`src/rtl/fc_param_loader_if.sv`:
```
// Bundles the loader's two bus-side connections: the synchronous-read parameter
// memory port and the FC layer port. The master modport is the loader side; the
// slave modport is the memory/FC-layer side.
// Ports carried:
//    mem_rd, mem_addr  : read strobe and address, master -> memory
//    mem_data          : read data, memory -> master, valid one cycle after mem_rd
//    weights, biases   : parameter arrays, master -> FC layer
//    fc_reset          : one-cycle FC layer reset pulse, master -> FC layer
//    fc_enable         : FC layer enable, master -> FC layer
//    fc_finished       : FC layer completion flag, FC layer -> master
interface fc_param_loader_if #(
   parameter int numNodesIn  = 5,
   parameter int numNodesOut = 3,
   parameter int ADDR_W      = 16
);
   logic                                         mem_rd;
   logic [ADDR_W-1:0]                            mem_addr;
   logic [15:0]                                  mem_data;
   logic [numNodesIn*numNodesOut-1:0][15:0]      weights;
   logic [numNodesOut-1:0][15:0]                 biases;
   logic                                         fc_reset;
   logic                                         fc_enable;
   logic                                         fc_finished;

   modport master (
      output mem_rd, mem_addr, weights, biases, fc_reset, fc_enable,
      input  mem_data, fc_finished
   );

   modport slave (
      input  mem_rd, mem_addr, weights, biases, fc_reset, fc_enable,
      output mem_data, fc_finished
   );
endinterface

```
`src/rtl/fc_param_loader.sv`:
```
// Purpose: load W weights then B biases from parameter memory into the FC layer arrays, pulse FC reset, run FC until finished.
// Latency: start -> fc_enable is N+3 cycles (N = W+B reads); done pulses the cycle after fc_finished is sampled in RUN.
// Backpressure: none; start is ignored while busy, memory must return data exactly one cycle after mem_rd.
// Ports:
//    clk, reset  : clock and synchronous active-high reset
//    start       : begin load+run, sampled only in IDLE
//    busy, done  : busy in every state but IDLE; done is a one-cycle completion pulse
//    bus         : memory read port and FC layer port (fc_param_loader_if.master)
module fc_param_loader #(
   parameter int                numNodesIn  = 5,
   parameter int                numNodesOut = 3,
   parameter int                ADDR_W      = 16,
   parameter logic [ADDR_W-1:0] BASE_ADDR   = '0
) (
   input  logic                clk,
   input  logic                reset,
   input  logic                start,
   output logic                busy,
   output logic                done,
   fc_param_loader_if.master   bus
);

   localparam int W  = numNodesIn * numNodesOut;
   localparam int B  = numNodesOut;
   localparam int N  = W + B;
   localparam int CW = $clog2(N + 1);
   localparam logic [CW-1:0] LAST_IDX = CW'(N - 1);

   typedef enum logic [2:0] {
      S_IDLE,
      S_FETCH,
      S_DRAIN,
      S_FCRST,
      S_RUN,
      S_DONE
   } state_t;

   state_t           state_q, state_d;
   logic [CW-1:0]    rd_idx_q, rd_idx_d;
   logic [CW-1:0]    cap_idx_q;
   logic             cap_vld_q;
   logic [W-1:0][15:0] weights_q;
   logic [B-1:0][15:0] biases_q;

   logic mem_rd, fc_reset, fc_enable;

   // State and read index
   always_ff @(posedge clk) begin
      if (reset) begin
         state_q  <= S_IDLE;
         rd_idx_q <= '0;
      end else begin
         state_q  <= state_d;
         rd_idx_q <= rd_idx_d;
      end
   end

   always_comb begin
      state_d   = state_q;
      rd_idx_d  = rd_idx_q;
      mem_rd    = 1'b0;
      fc_reset  = 1'b0;
      fc_enable = 1'b0;
      busy      = 1'b1;
      done      = 1'b0;
      case (state_q)
         S_IDLE: begin
            busy     = 1'b0;
            rd_idx_d = '0;
            if (start) state_d = S_FETCH;
         end
         S_FETCH: begin
            mem_rd   = 1'b1;
            rd_idx_d = rd_idx_q + 1'b1;
            if (rd_idx_q == LAST_IDX) begin
               // Parking the index at zero keeps mem_addr at BASE_ADDR outside FETCH.
               rd_idx_d = '0;
               state_d  = S_DRAIN;
            end
         end
         // The last word is captured during this cycle by the capture pipeline.
         S_DRAIN: state_d = S_FCRST;
         S_FCRST: begin
            fc_reset = 1'b1;
            state_d  = S_RUN;
         end
         S_RUN: begin
            fc_enable = 1'b1;
            if (bus.fc_finished) state_d = S_DONE;
         end
         S_DONE: begin
            done    = 1'b1;
            state_d = S_IDLE;
         end
         default: state_d = S_IDLE;
      endcase
   end

   // Capture pipeline: one stage behind the read index, matching the memory's
   // one-cycle read latency. Clearing cap_vld_q on reset discards any in-flight word.
   always_ff @(posedge clk) begin
      if (reset) begin
         cap_vld_q <= 1'b0;
         cap_idx_q <= '0;
         weights_q <= '0;
         biases_q  <= '0;
      end else begin
         cap_vld_q <= mem_rd;
         cap_idx_q <= rd_idx_q;
         for (int k = 0; k < W; k++) begin
            if (cap_vld_q && cap_idx_q == CW'(k)) weights_q[k] <= bus.mem_data;
         end
         for (int j = 0; j < B; j++) begin
            if (cap_vld_q && cap_idx_q == CW'(W + j)) biases_q[j] <= bus.mem_data;
         end
      end
   end

   assign bus.mem_rd    = mem_rd;
   assign bus.mem_addr  = BASE_ADDR + ADDR_W'(rd_idx_q);
   assign bus.weights   = weights_q;
   assign bus.biases    = biases_q;
   assign bus.fc_reset  = fc_reset;
   assign bus.fc_enable = fc_enable;

endmodule
```
`src/flat_wrapper.sv`:
```
// flat-port wrapper written by rule: the top's interface ports become plain ports
module fc_param_loader_flat 
#(
   parameter int                numNodesIn  = 5,
   parameter int                numNodesOut = 3,
   parameter int                ADDR_W      = 16,
   parameter logic [ADDR_W-1:0] BASE_ADDR   = '0
)
  (clk, reset, start, busy, done, bus_mem_rd, bus_mem_addr, bus_weights, bus_biases, bus_fc_reset, bus_fc_enable, bus_mem_data, bus_fc_finished);
  fc_param_loader_if #(.numNodesIn(numNodesIn), .numNodesOut(numNodesOut), .ADDR_W(ADDR_W)) bus_i ();
  input  logic clk;
  input  logic reset;
  input  logic start;
  output logic busy;
  output logic done;
  output wire logic [$bits(bus_i.mem_rd)-1:0] bus_mem_rd;
  output wire logic [$bits(bus_i.mem_addr)-1:0] bus_mem_addr;
  output wire logic [$bits(bus_i.weights)-1:0] bus_weights;
  output wire logic [$bits(bus_i.biases)-1:0] bus_biases;
  output wire logic [$bits(bus_i.fc_reset)-1:0] bus_fc_reset;
  output wire logic [$bits(bus_i.fc_enable)-1:0] bus_fc_enable;
  input wire logic [$bits(bus_i.mem_data)-1:0] bus_mem_data;
  input wire logic [$bits(bus_i.fc_finished)-1:0] bus_fc_finished;
  assign bus_mem_rd = bus_i.mem_rd;
  assign bus_mem_addr = bus_i.mem_addr;
  assign bus_weights = bus_i.weights;
  assign bus_biases = bus_i.biases;
  assign bus_fc_reset = bus_i.fc_reset;
  assign bus_fc_enable = bus_i.fc_enable;
  assign bus_i.mem_data = bus_mem_data;
  assign bus_i.fc_finished = bus_fc_finished;
  fc_param_loader #(.numNodesIn(numNodesIn), .numNodesOut(numNodesOut), .ADDR_W(ADDR_W), .BASE_ADDR(BASE_ADDR)) u_core (.clk(clk), .reset(reset), .start(start), .busy(busy), .done(done), .bus(bus_i));
endmodule
```
`config.mk`:
```
export PLATFORM = sky130hd
export DESIGN_NAME = fc_param_loader_flat
export DESIGN_NICKNAME = d
export VERILOG_FILES = /design/src/rtl/fc_param_loader_if.sv /design/src/rtl/fc_param_loader.sv /design/src/flat_wrapper.sv
export SDC_FILE = /design/constraint.sdc
export NUM_CORES = 1
export LEC_CHECK = 0
export CORE_MARGIN = 3
export CORE_UTILIZATION = 40
export DETAILED_ROUTE_END_ITERATION = 8
export HOLD_SLACK_MARGIN = 0.02
export PLACE_DENSITY = 0.69
export SYNTH_ARGS = -nofsm -noshare
export SYNTH_HDL_FRONTEND = slang
export SYNTH_SLANG_ARGS = --single-unit
export TNS_END_PERCENT = 100
```
`constraint.sdc`:
```
create_clock -name clk -period 2.32 [get_ports clk]
set_input_delay 0.464 -clock clk [delete_from_list [all_inputs] [get_ports clk]]
set_output_delay 0.464 -clock clk [all_outputs]
set_load 0.05 [all_outputs]
```
[Word level (Yosys, flattened, before mapping)]
Index checks and enable logic that the tools add are counted.
Cells by class
  eq/ne operators: 26
  reductions and logical operators: 22
  $mul: 0
  muxes and demuxes: 11
  bitwise operators: 0
  divide/modulo/power cells: 0
  add/sub/neg operators: 1
  shift operators: 0
  magnitude comparators: 0
Operators with widths (number)
  == test 5 x 4 -> 1 bit, second input constant: 8
  == test 5 x 3 -> 1 bit, second input constant: 4
  logical AND 1 bit: 18
  == test 5 bit, second input constant: 3
  case mux 3 bit (5 select lines): 1
  == test 5 x 2 -> 1 bit, second input constant: 2
  case mux 5 bit (2 select lines): 1
  2-to-1 mux 3 bit: 3
  == test 3 x 2 -> 1 bit, second input constant: 2
  == test 3 bit, second input constant: 2
  adder 5 x 1 -> 5 bit, second input constant: 1
  == test 5 x 1 -> 1 bit, second input constant: 1
  zero test 5 bit: 1
  2-to-1 mux 1 bit: 5
  2-to-1 mux 5 bit: 1
  != test 2 bit, second input constant: 2
  == test 3 x 1 -> 1 bit, second input constant: 1
  zero test 3 bit: 1
  AND reduction 3 bit: 1
  != test 2 x 1 -> 1 bit, second input constant: 1
  nonzero test 2 bit: 1
Storage, ports and cells
  register bits: 302
  latch bits: 0
  RAM bits: 0
  memories kept: 0
  word-level logic and storage cells: 82
  bits in read-only memories: 0

[Longest topological paths before layout]
  word-level depth: 3
  mapped depth: 6

[Worst setup path after synthesis]
Ideal clock, no wire load.
  path kind: reg-to-output
  start: register u_core.state_q[2]
  end: output bus_fc_enable
  arrival time: 1.801 ns
  path slack: 0.055 ns
  required time: 1.856 ns
  stages on the path, launching flop included: 3
  path through: dfxtp_1 > clkbuf_1 > nor3b_1
On the way
  cells in the longest elaborated chain, start to end: 2
RTL lines
  from (decl): line fc_param_loader.sv:38  | state_t state_q, state_d;
  from (signal assigned): line fc_param_loader.sv:53  | state_q <= state_d;
  == test 3 bit: line fc_param_loader.sv:66  | case (state_q)
  2-to-1 mux 1 bit: line fc_param_loader.sv:66
  to (decl): line flat_wrapper.sv:21  | output wire logic [$bits(bus_i.fc_enable)-1:0] bus_fc_enable;
No other way between the ends.

[Worst setup path after layout]
  start: register u_core.weights_q, in the netlist u_core.bus.weights[238]
  end: output bus_weights[238]
RTL lines
  from (decl): line fc_param_loader.sv:42  | logic [W-1:0][15:0] weights_q;
  from (signal, indexed assignment): line fc_param_loader.sv:111  | if (cap_vld_q && cap_idx_q == CW'(k)) weights_q[k] <= bus.mem_data;
  to (decl): line flat_wrapper.sv:18  | output wire logic [$bits(bus_i.weights)-1:0] bus_weights;
No word-level cell between the ends.

==> run metrics <==
DRT Pass-1 Iters=5; CTS Sinks=302; Post-synth EDFFs=0; post-synthesis sequential area ratio=51.4%; #FFs+latches synth=302; Hold Path Stages=2; min-delay src=u_core.bus.weights[221]; R2R setup slack=0.41 ns; Critical-path top delay cell=clkdlybuf4s50_1; max cap viols=0; Placer Congestion=0.786; clk buf depth=3; I/O Buffers=317; maximum VDD drop=492 uV; CP Buf/Inv Count=1; Cell Area, Synth=11,800 sq um; CTS H-tree depth=1; worst hold path type=register to register; fillers=2,544; crit path max fanout=2; Synth cell types=41; CTS root buffer=clkbuf_16; WL final=41,600 um; Critical Path RT=1.86 ns; Nets=1,611; die area=31,500 sq um; final hold vios=0; commonest cells after routing, fill and taps aside=306 x clkdlybuf4s50_1, 302 x dfxtp_1, 228 x nand3_1; Total GRT Usage=25.0%; maximum clock rate=0.442 GHz; kind of critical path=register to output port; via/cell ratio=5.60; initial antenna violation count=0; synth warn=0; Final Cycle Share=97.4%; end of the worst hold path=u_core.bus.weights[221]; Tmin final=2.26 ns; instance count of the mapped netlist=1,354; First DRT Iteration DRCs=1,002; TNS Setup=0 ns; WL per Instance=20.8 um; post-route cell area=16,300 sq um; unrepaired setup endpoints after global routing=no; die extent in y=178 um; worst slew pin tran=0.628 ns; origin of the critical flop-to-flop path=u_core.cap_idx_q[3]; status=finished clean; Clock transition at path regs=0.06 ns; PD cells=679 nW/um^2; share of layout cells above drive strength 1=7.56%; Via Count=11,200; fin. max-slew vios=0; synth-to-layout area growth=38.6%; Static Leak=5.74 nW; commonest non-fill, non-tap cell in the layout=clkdlybuf4s50_1; DRT antenna net count=0; later-pin clock latency in the skew report=0.56 ns; # diodes=0; TritonCTS Buffers=31; max incr delay on CP=0.85 ns; Initial Utilization=40.8%; first-pass GRT wire length=62,300 um; Setup violations, final=0; grt total ovfl=0; DIE WIDTH=178 um; IO Pins=329; core area=28,900 sq um; clk_skew=0.0153 ns; ys flop type=dfxtp_1; CTS tree=built; startpoint types=register; Rel. slew slack=58.2%; crit path DAT=1.80 ns; largest net degree at the start of global routing=112; critical-path cell list=clkdlybuf4s50_1; drt drc=0; Worst setup EP type=output port; syn avg cell area=8.69 sq um; Post-synth ARST share=0%; delay-heaviest family, CP=buffers and inverters; HPWL Detailed=25,700 um; worst reg-to-reg path cell count=4; vias in the first global route=10,500; Worst R2R End=u_core.bus.weights[78]; Hold Buf Count CTS=0; Rows=62; DP Area=15,200 sq um
[metrics by stage]
stage               worst slack (ns)  total power [W]  hold WS (ns)  util, %  instances
floorplan                     0.0548          0.00571         0.522        -       1364
global placement               0.380          0.00596         0.460     52.7       1939
detailed placement             0.369          0.00596         0.466     52.7       1939
CTS                           0.0176           0.0111         0.475     56.5       1997
global route                 0.00780           0.0114         0.489     56.5       1998
finish                        0.0600           0.0111         0.476     56.5       1998
[per-layer routing]
metal,up-vias,share of wire (%),track usage (%)
met1,5392,42,34.2
met2,512,45,38.3
met4,0,3.0,8.05
li1,5215,-,-
met5,-,0,0
met3,78,10,6.87
[cell usage after synthesis (2+ instances only)]
master       n  area (sq um)
mux2i_1     65           651
ha_1         2          25.0
buf_1        7          26.3
nor4bb_1     2          20.0
dfxtp_1    302          6050
clkbuf_1    98           368
a21oi_1    226          1130
nand4bb_1    3          33.8
nand2b_1    83           519
a31oi_1      2          12.5
and4b_1      2          20.0
buf_4       15           113
inv_1        2          7.51
o21ai_1     69           345
nand3_1    228          1140
o21ai_0    156           781
nor2b_1      7          43.8
or3_1        2          12.5
nor3_1       2          10.0
nand2_2      4          25.0
nand4b_1     2          17.5
or2_2        2          12.5
nand2_1      5          18.8
buf_2       47           235
nor2_1       5          18.8
[registers in the layout, summed over array words and instances, names as in the netlist]
register            cells
u_core.cap_idx_q        5
u_core.bus.weights    240
u_core.rd_idx_q         5
u_core.state_q          3
u_core.bus.biases      48
u_core.cap_vld_q        1
[report_power, final]
group          switching, W  internal [W]
clock network       0.00207       0.00315
registers         0.0000202       0.00520
logic              0.000466      0.000163
total               0.00256       0.00852
[worst max-delay path by stage]
stage,end,slack (ns),cells past startpoint,from
floorplan,bus_fc_enable,0.05,2,u_core.state_q[2]
global placement,done,0.38,2,u_core.state_q[0]
detailed placement,done,0.37,2,u_core.state_q[0]
CTS,bus_weights[238],0.02,1,u_core.bus.weights[238]
global route,busy,0.008,2,u_core.state_q[0]
finish,bus_weights[238],0.06,1,u_core.bus.weights[238]
[cells by family after synthesis]
logic type                 share of synthesized area (%)
AOI/OAI and AO/OA                                   19.7
and+or+nand+nor                                     16.8
DFF                                                 51.4
buffers and inverters                               6.37
muxes                                               5.53
adders and majority gates                          0.213
other                                             0.0319
[area by class of cell]
class                           count  area, sq um  share of cell area [%]
Sequential cell                   302         6050                    37.1
Inverter                            2         7.51                  0.0460
Multi-Input combinational cell    893         5090                    31.2
Timing Repair Buffer              359         3600                    22.1
Clock inverter                     12          166                    1.02
Tap cell                          384          480                    2.95
Clock buffer                       46          912                    5.59
[repair_timing]
item / in CTS / in global routing
endpoints found under the setup margin: 6 / 4
cloned: 0 / 0
resized for setup: 6 / 4
hold endpoints to repair: 0 / 0
buffers inserted: 0 / 1
Power figures use the tool's default switching activity.
